<file path="src/rtl/bmu_pkg.sv">
// Shared types and constants for the parallel branch metric unit.
package bmu_pkg;

  typedef enum logic [1:0] {
    ST_IDLE = 2'd0,
    ST_CFG  = 2'd1,
    ST_RUN  = 2'd2,
    ST_ERR  = 2'd3
  } bmu_state_e;

  localparam int MIN_M = 2;
  localparam int MIN_N = 2;

  // Signed metric width: a sum of MAX_N sign-extended soft bits cannot overflow it.
  function automatic int bm_w(input int soft_w, input int max_n);
    return soft_w + 1 + $clog2(max_n);
  endfunction

endpackage

</file>
<file path="src/rtl/bmu_lane.sv">
// One trellis lane: low- and high-path codeword bits for a single current state.
module bmu_lane #(
  parameter int SW    = 8,
  parameter int MAX_N = 8
) (
  input  logic [MAX_N*SW-1:0] lo_mask_i,
  input  logic [MAX_N-1:0]    tap_i,
  input  logic [SW-1:0]       state_x_i,
  output logic [MAX_N-1:0]    c_lo_o,
  output logic [MAX_N-1:0]    c_hi_o
);

  always_comb begin
    c_lo_o = '0;
    for (int j = 0; j < MAX_N; j++) begin
      c_lo_o[j] = ^(lo_mask_i[j*SW +: SW] & state_x_i);
    end
  end

  // The high path differs from the low path only by the input-tap bit.
  assign c_hi_o = c_lo_o ^ tap_i;

endmodule

</file>
<file path="src/rtl/bmu_par.sv">
// Parametrised branch metric unit: 2-stage pipeline, config latched once per frame.
// Optional puncturing input enabled by defining BMU_PUNCTURE_EN.
module bmu_par
  import bmu_pkg::*;
#(
  parameter  int MAX_K  = 9,
  parameter  int MAX_N  = 8,
  parameter  int SOFT_W = 4,
  parameter  int LANES  = 2,
  localparam int SW     = MAX_K - 1,
  localparam int BM_W   = bm_w(SOFT_W, MAX_N)
) (
  input  logic                    clk_i,
  input  logic                    rst_an_i,
  input  logic                    rst_sync_i,
  input  logic                    frame_start_i,
  input  logic [3:0]              mem_len_i,
  input  logic [3:0]              num_polys_i,
  input  logic [MAX_N*MAX_K-1:0]  polys_i,
  input  logic [MAX_N*SOFT_W-1:0] soft_data_i,
  input  logic [LANES*SW-1:0]     state_x_i,
  input  logic                    in_valid_i,
`ifdef BMU_PUNCTURE_EN
  input  logic [MAX_N-1:0]        punct_mask_i,
`endif
  output logic                    in_ready_o,
  output logic [LANES*BM_W-1:0]   bm_lo_o,
  output logic [LANES*BM_W-1:0]   bm_hi_o,
  output logic                    bm_valid_o,
  input  logic                    bm_ready_i,
  output logic                    cfg_err_o,
  output logic [1:0]              dbg_state_o
);

  // Handshake: a beat moves on a clock edge where valid and ready are both high;
  // valid never depends on ready, and an offered output beat stays stable until taken.

  bmu_state_e                 state_q, state_d;
  logic [MAX_N*SW-1:0]        lo_mask_q, lo_mask_d;
  logic [MAX_N-1:0]           tap_q, tap_d;
  logic [MAX_N-1:0]           act_q, act_d;
  logic                       cfg_err_q, cfg_err_d;
  logic                       s1_valid_q, s1_valid_d;
  logic [LANES*MAX_N-1:0]     s1_clo_q, s1_clo_d;
  logic [LANES*MAX_N-1:0]     s1_chi_q, s1_chi_d;
  logic [MAX_N*SOFT_W-1:0]    s1_soft_q, s1_soft_d;
  logic [MAX_N-1:0]           s1_punct_q, s1_punct_d;
  logic                       s2_valid_q, s2_valid_d;
  logic [LANES*BM_W-1:0]      bm_lo_q, bm_lo_d;
  logic [LANES*BM_W-1:0]      bm_hi_q, bm_hi_d;

  logic [LANES*MAX_N-1:0]     c_lo, c_hi;
  logic [LANES*BM_W-1:0]      sum_lo, sum_hi;
  logic [MAX_N-1:0]           punct_in, use_bit;
  logic [BM_W-1:0]            term;
  logic                       pipe_en, accept, cfg_legal;

`ifdef BMU_PUNCTURE_EN
  assign punct_in = punct_mask_i;
`else
  assign punct_in = '0;
`endif

  assign cfg_legal = (int'(mem_len_i) >= MIN_M) && (int'(mem_len_i) <= MAX_K - 1) &&
                     (int'(num_polys_i) >= MIN_N) && (int'(num_polys_i) <= MAX_N);

  // Whole pipeline advances in lock step whenever the output register can move.
  assign pipe_en    = !s2_valid_q || bm_ready_i;
  assign in_ready_o = (state_q == ST_RUN) && pipe_en;
  assign accept     = in_valid_i && in_ready_o;
  assign use_bit    = act_q & ~s1_punct_q;

  for (genvar l = 0; l < LANES; l++) begin : g_lane
    bmu_lane #(
      .SW    (SW),
      .MAX_N (MAX_N)
    ) u_lane (
      .lo_mask_i (lo_mask_q),
      .tap_i     (tap_q),
      .state_x_i (state_x_i[l*SW +: SW]),
      .c_lo_o    (c_lo[l*MAX_N +: MAX_N]),
      .c_hi_o    (c_hi[l*MAX_N +: MAX_N])
    );
  end

  // Stage 2 arithmetic: soft bit counts positive when the codeword bit is 1.
  always_comb begin
    sum_lo = '0;
    sum_hi = '0;
    term   = '0;
    for (int l = 0; l < LANES; l++) begin
      for (int j = 0; j < MAX_N; j++) begin
        term = {{(BM_W-SOFT_W){s1_soft_q[j*SOFT_W+SOFT_W-1]}}, s1_soft_q[j*SOFT_W +: SOFT_W]};
        if (use_bit[j]) begin
          sum_lo[l*BM_W +: BM_W] = s1_clo_q[l*MAX_N+j] ? sum_lo[l*BM_W +: BM_W] + term
                                                      : sum_lo[l*BM_W +: BM_W] - term;
          sum_hi[l*BM_W +: BM_W] = s1_chi_q[l*MAX_N+j] ? sum_hi[l*BM_W +: BM_W] + term
                                                      : sum_hi[l*BM_W +: BM_W] - term;
        end
      end
    end
  end

  always_comb begin
    state_d    = state_q;
    cfg_err_d  = cfg_err_q;
    lo_mask_d  = lo_mask_q;
    tap_d      = tap_q;
    act_d      = act_q;
    s1_valid_d = s1_valid_q;
    s1_clo_d   = s1_clo_q;
    s1_chi_d   = s1_chi_q;
    s1_soft_d  = s1_soft_q;
    s1_punct_d = s1_punct_q;
    s2_valid_d = s2_valid_q;
    bm_lo_d    = bm_lo_q;
    bm_hi_d    = bm_hi_q;

    if (state_q == ST_CFG) begin
      lo_mask_d = '0;
      tap_d     = '0;
      act_d     = '0;
      for (int j = 0; j < MAX_N; j++) begin
        act_d[j] = (j < int'(num_polys_i));
        for (int b = 0; b < SW; b++) begin
          lo_mask_d[j*SW+b] = act_d[j] && polys_i[j*MAX_K+b] && (b < int'(mem_len_i));
        end
        for (int b = 0; b < MAX_K; b++) begin
          if (b == int'(mem_len_i)) tap_d[j] = act_d[j] && polys_i[j*MAX_K+b];
        end
      end
    end

    if (frame_start_i) begin
      state_d   = ST_CFG;
      cfg_err_d = 1'b0;
    end else begin
      case (state_q)
        ST_CFG: begin
          if (cfg_legal) begin
            state_d = ST_RUN;
          end else begin
            state_d   = ST_ERR;
            cfg_err_d = 1'b1;
          end
        end
        default: ;
      endcase
    end

    // A new frame discards anything still in flight.
    if (frame_start_i) begin
      s1_valid_d = 1'b0;
      s2_valid_d = 1'b0;
    end else if (pipe_en) begin
      s2_valid_d = s1_valid_q;
      if (s1_valid_q) begin
        bm_lo_d = sum_lo;
        bm_hi_d = sum_hi;
      end
      s1_valid_d = accept;
      if (accept) begin
        s1_clo_d   = c_lo;
        s1_chi_d   = c_hi;
        s1_soft_d  = soft_data_i;
        s1_punct_d = punct_in;
      end
    end

    if (rst_sync_i) begin
      state_d    = ST_IDLE;
      cfg_err_d  = 1'b0;
      lo_mask_d  = '0;
      tap_d      = '0;
      act_d      = '0;
      s1_valid_d = 1'b0;
      s1_clo_d   = '0;
      s1_chi_d   = '0;
      s1_soft_d  = '0;
      s1_punct_d = '0;
      s2_valid_d = 1'b0;
      bm_lo_d    = '0;
      bm_hi_d    = '0;
    end
  end

  always_ff @(posedge clk_i or negedge rst_an_i) begin
    if (!rst_an_i) begin
      state_q    <= ST_IDLE;
      cfg_err_q  <= 1'b0;
      lo_mask_q  <= '0;
      tap_q      <= '0;
      act_q      <= '0;
      s1_valid_q <= 1'b0;
      s1_clo_q   <= '0;
      s1_chi_q   <= '0;
      s1_soft_q  <= '0;
      s1_punct_q <= '0;
      s2_valid_q <= 1'b0;
      bm_lo_q    <= '0;
      bm_hi_q    <= '0;
    end else begin
      state_q    <= state_d;
      cfg_err_q  <= cfg_err_d;
      lo_mask_q  <= lo_mask_d;
      tap_q      <= tap_d;
      act_q      <= act_d;
      s1_valid_q <= s1_valid_d;
      s1_clo_q   <= s1_clo_d;
      s1_chi_q   <= s1_chi_d;
      s1_soft_q  <= s1_soft_d;
      s1_punct_q <= s1_punct_d;
      s2_valid_q <= s2_valid_d;
      bm_lo_q    <= bm_lo_d;
      bm_hi_q    <= bm_hi_d;
    end
  end

  assign bm_lo_o     = bm_lo_q;
  assign bm_hi_o     = bm_hi_q;
  assign bm_valid_o  = s2_valid_q;
  assign cfg_err_o   = cfg_err_q;
  assign dbg_state_o = state_q;

endmodule

</file>
<file path="config.mk">
export PLATFORM = sky130hd
export DESIGN_NAME = bmu_par
export DESIGN_NICKNAME = d
export VERILOG_FILES = /design/src/rtl/bmu_pkg.sv /design/src/rtl/bmu_lane.sv /design/src/rtl/bmu_par.sv
export SDC_FILE = /design/constraint.sdc
export NUM_CORES = 1
export LEC_CHECK = 0
export CELL_PAD_IN_SITES_DETAIL_PLACEMENT = 0
export CELL_PAD_IN_SITES_GLOBAL_PLACEMENT = 1
export CORE_AREA = 5 5 235 237
export DETAILED_ROUTE_END_ITERATION = 8
export DIE_AREA = 0 0 240 242
export PLACE_DENSITY_LB_ADDON = 0.15
export SYNTH_ARGS = -nofsm -noshare
export SYNTH_HDL_FRONTEND = slang
export SYNTH_SLANG_ARGS = --single-unit
</file>
<file path="constraint.sdc">
create_clock -name clk_i -period 9.7 [get_ports clk_i]
set_input_delay 1.455 -clock clk_i [delete_from_list [all_inputs] [get_ports clk_i]]
set_output_delay 1.455 -clock clk_i [all_outputs]
set_load 0.02 [all_outputs]
</file>
==> run summary <==
status - complete, no violations
Hold-fix buffers, CTS - 0
io pins - 171
CTS Buf Count - 17
Fin. Hold Viols - 0
CP startpoint kind - flip-flop
Setup WS pre-CTS - 0.0809 ns
Worst-Skew Late Latency - 0.49 ns
RD Place Congestion - 0.909
Synth area leader - dfrtp_1
final WL - 73,500 µm
Vias - 19,100
CTS tree - built
type of the worst setup path - flip-flop to flip-flop
Max IR drop VDD - 0.000142 V
Initial DRT Pass Iterations - 6
Commonest cells post-synth - nand2_1 (375), xnor2_1 (225), a21oi_1 (195)
CP max FO - 6
Routed wire per std cell - 21.9 µm
Layout area overhead - 14.4%
remaining antenna violation count - 0
Worst Skew - 0.0220 ns
endpoint class of the critical path - flip-flop
hold crit path type - flip-flop to flip-flop
slack of the critical path - 0.483 ns
Async SR Flop Fraction - 100%
first-pass GRT wire length - 114,000 µm
CTS Sinks - 178
Via density - 5.71
full die area - 58,100 µm²
Worst path max stage delay - 0.54 ns
PwrDens - 93.9 nW/µm²
Net Count, Synth - 2,906
Worst-path clk slew - 0.08 ns
post-synth top area share - 21.4%
worst path required time - 10.10 ns
largest net degree at the start of global routing - 81
Synth area leaders - dfrtp_1 (21%), ha_1 (11%), xnor2_1 (9.5%)
Chip Width - 240 µm
count leader, synth - nand2_1
leakage - 10.6 nW
mapped cell area - 20,800 µm²
most frequent CP cell - fa_1
Mean Syn Cell Area - 8.13 µm²
Max-Cap Viols - 0
fin crit share - 95.0%
total number of yosys warnings - 0
Clock Tree Buf Depth - 2
Final Max Tran Viols - 0
Distinct cells, synth - 73
floorplan die height - 242 µm
Synth Instances - 2,558
Slowest cell on crit path - fa_1
ratio of cells with drive above 1 in the final layout - 7.50%
IO buf count - 170
synthesized flop and latch total - 178
RSZ-0062 raised after global routing - false
Setup violations, final - 0
final HPWL from detailed placement - 58,600 µm
starting density of the core - 39.2%
Setup Total Neg Slack - 0 ns
Global Route Usage Sum - 25.1%
Antenna diodes - 0
sequential area share after synthesis - 21.4%
area of the core - 53,100 µm²
vias in the first global route - 19,200
initial DRC count - 1,544
nets - 2,990
number of synthesized flops with an enable pin - 0
initial antenna violation count - 1
FMAX - 0.108 GHz
worst slew pin tran - 1.15 ns
DRC errors left - 0
Root Driver - clkbuf_16
CTS H-tree lvls - 4
Slew HR - 22.8%
grt ovf - 0
Final min period - 9.22 ns
row count - 85
Post-synth top flop - dfrtp_1
Crit path arrival time - 9.62 ns
[cell usage in the layout (no fill, tap or decap), types with 8 or more instances in the layout]
cell type	count
a211oi_1	42
a21o_1	65
a21oi_1	191
a22oi_1	10
a32o_1	72
buf_4	39
clkbuf_16	17
clkdlybuf4s50_1	168
clkinv_1	10
dfrtp_1	177
fa_1	28
ha_1	185
inv_1	101
mux2_2	86
mux2i_1	66
nand2_1	375
nand2b_1	27
nand3_1	19
nor2_1	178
nor2b_1	21
nor3_1	24
o211ai_1	10
o21a_1	30
o21ai_0	176
o21bai_1	23
o221ai_1	9
o31ai_1	14
or2_2	9
or3_1	12
xnor2_1	225
xnor3_1	8
xor2_1	90
[power breakdown]
part | switching [mW] | total, mW | internal, mW
combinational | 0.408 | 0.692 | 0.285
sequential | 0.0199 | 0.779 | 0.759
clock | 0.383 | 0.763 | 0.380
total | 0.810 | 2.23 | 1.42
[what timing repair did]
| item | in CTS | in global routing |
|---|---|---|
| buffers inserted | 0 | 1 |
| endpoints found under the setup margin | 0 | 3 |
| gates resized for setup | 0 | 13 |
[kinds of logic after synthesis]
logic type                 count (synthesis)  synth area share, %
AOI/OAI and AO/OA                        726                 23.0
xor gates and xnor gates                 323                 14.1
adders and majority gates                214                 13.9
buffers and inverters                    254                 4.69
DFF                                      178                 21.4
muxes                                    160                 8.53
and+or+nand+nor                          703                 14.4
[final timing paths]
path,start,end,slack (ns),cells after the start
max,s1_soft_q[5]$_DFFE_PN0P_,bm_lo_o[15]$_DFFE_PN0P_,0.48,34
min,lo_mask_q[14]$_DFFE_PN0P_,lo_mask_q[14]$_DFFE_PN0P_,0.52,1
max reg2reg,s1_soft_q[5]$_DFFE_PN0P_,bm_lo_o[15]$_DFFE_PN0P_,0.48,34
min reg2reg,lo_mask_q[14]$_DFFE_PN0P_,lo_mask_q[14]$_DFFE_PN0P_,0.52,1
max in group asynchronous,rst_an_i,act_q[6]$_DFFE_PN0P_,7.36,2
min in group asynchronous,rst_an_i,lo_mask_q[11]$_DFFE_PN0P_,0.90,1
[through the flow]
step	utilization [%]	hold slack [ns]	cell area, µm²	instances	total power [mW]
2_1_floorplan	-	0.485	20800	2558	1.23
3_3_place_gp	43.6	0.495	23100	3318	1.47
3_5_place_dp	43.6	0.503	23100	3318	1.48
4_1_cts	44.7	0.521	23700	3350	2.25
5_1_grt	44.8	0.527	23800	3351	2.34
6_report	44.8	0.519	23800	3351	2.23
[sequential cells by signal, indices dropped and copies added (netlist names)]
signal,cells
lo_mask_q,64
s1_soft_q,32
s1_chi_q,16
s1_clo_q,16
bm_lo_o,15
bm_hi_o,14
act_q,8
tap_q,8
dbg_state_o,2
bm_valid_o,1
cfg_err_o,1
s1_valid_q,1
[worst max-delay path, delay by kind of cell (launching register included)]
kind | cells | cell delay [ns]
AND/OR/NAND/NOR | 6 | 1.10
XOR/XNOR | 3 | 0.72
buffers and inverters | 3 | 0.31
flip-flops | 1 | 0.43
multiplexers | 4 | 1.22
adder cells (fa/ha/maj) | 8 | 3.41
AO/OA/AOI/OAI | 10 | 1.94
[layer usage]
layer | routed length [µm] | track usage [%] | vias to the layer above | share of wire [%]
li1 | - | - | 9244 | -
met1 | 34300 | 35.5 | 9352 | 47
met2 | 34200 | 40.7 | 486 | 46
met3 | 3750 | 3.90 | 59 | 5.1
met4 | 1250 | 5.04 | 2 | 1.7
met5 | 13 | 0 | - | 0.018
[area by class of cell]
class                   count  area [µm²]
clock buffers              18         439
flip-flops and latches    178        4460
clock inverters            14         181
inverters                 111         417
repair buffers            208        1990
multi-input cells        2126       15400
well taps                 696         871
fillers                  5258       29300
(Power assumes the default switching activity.)
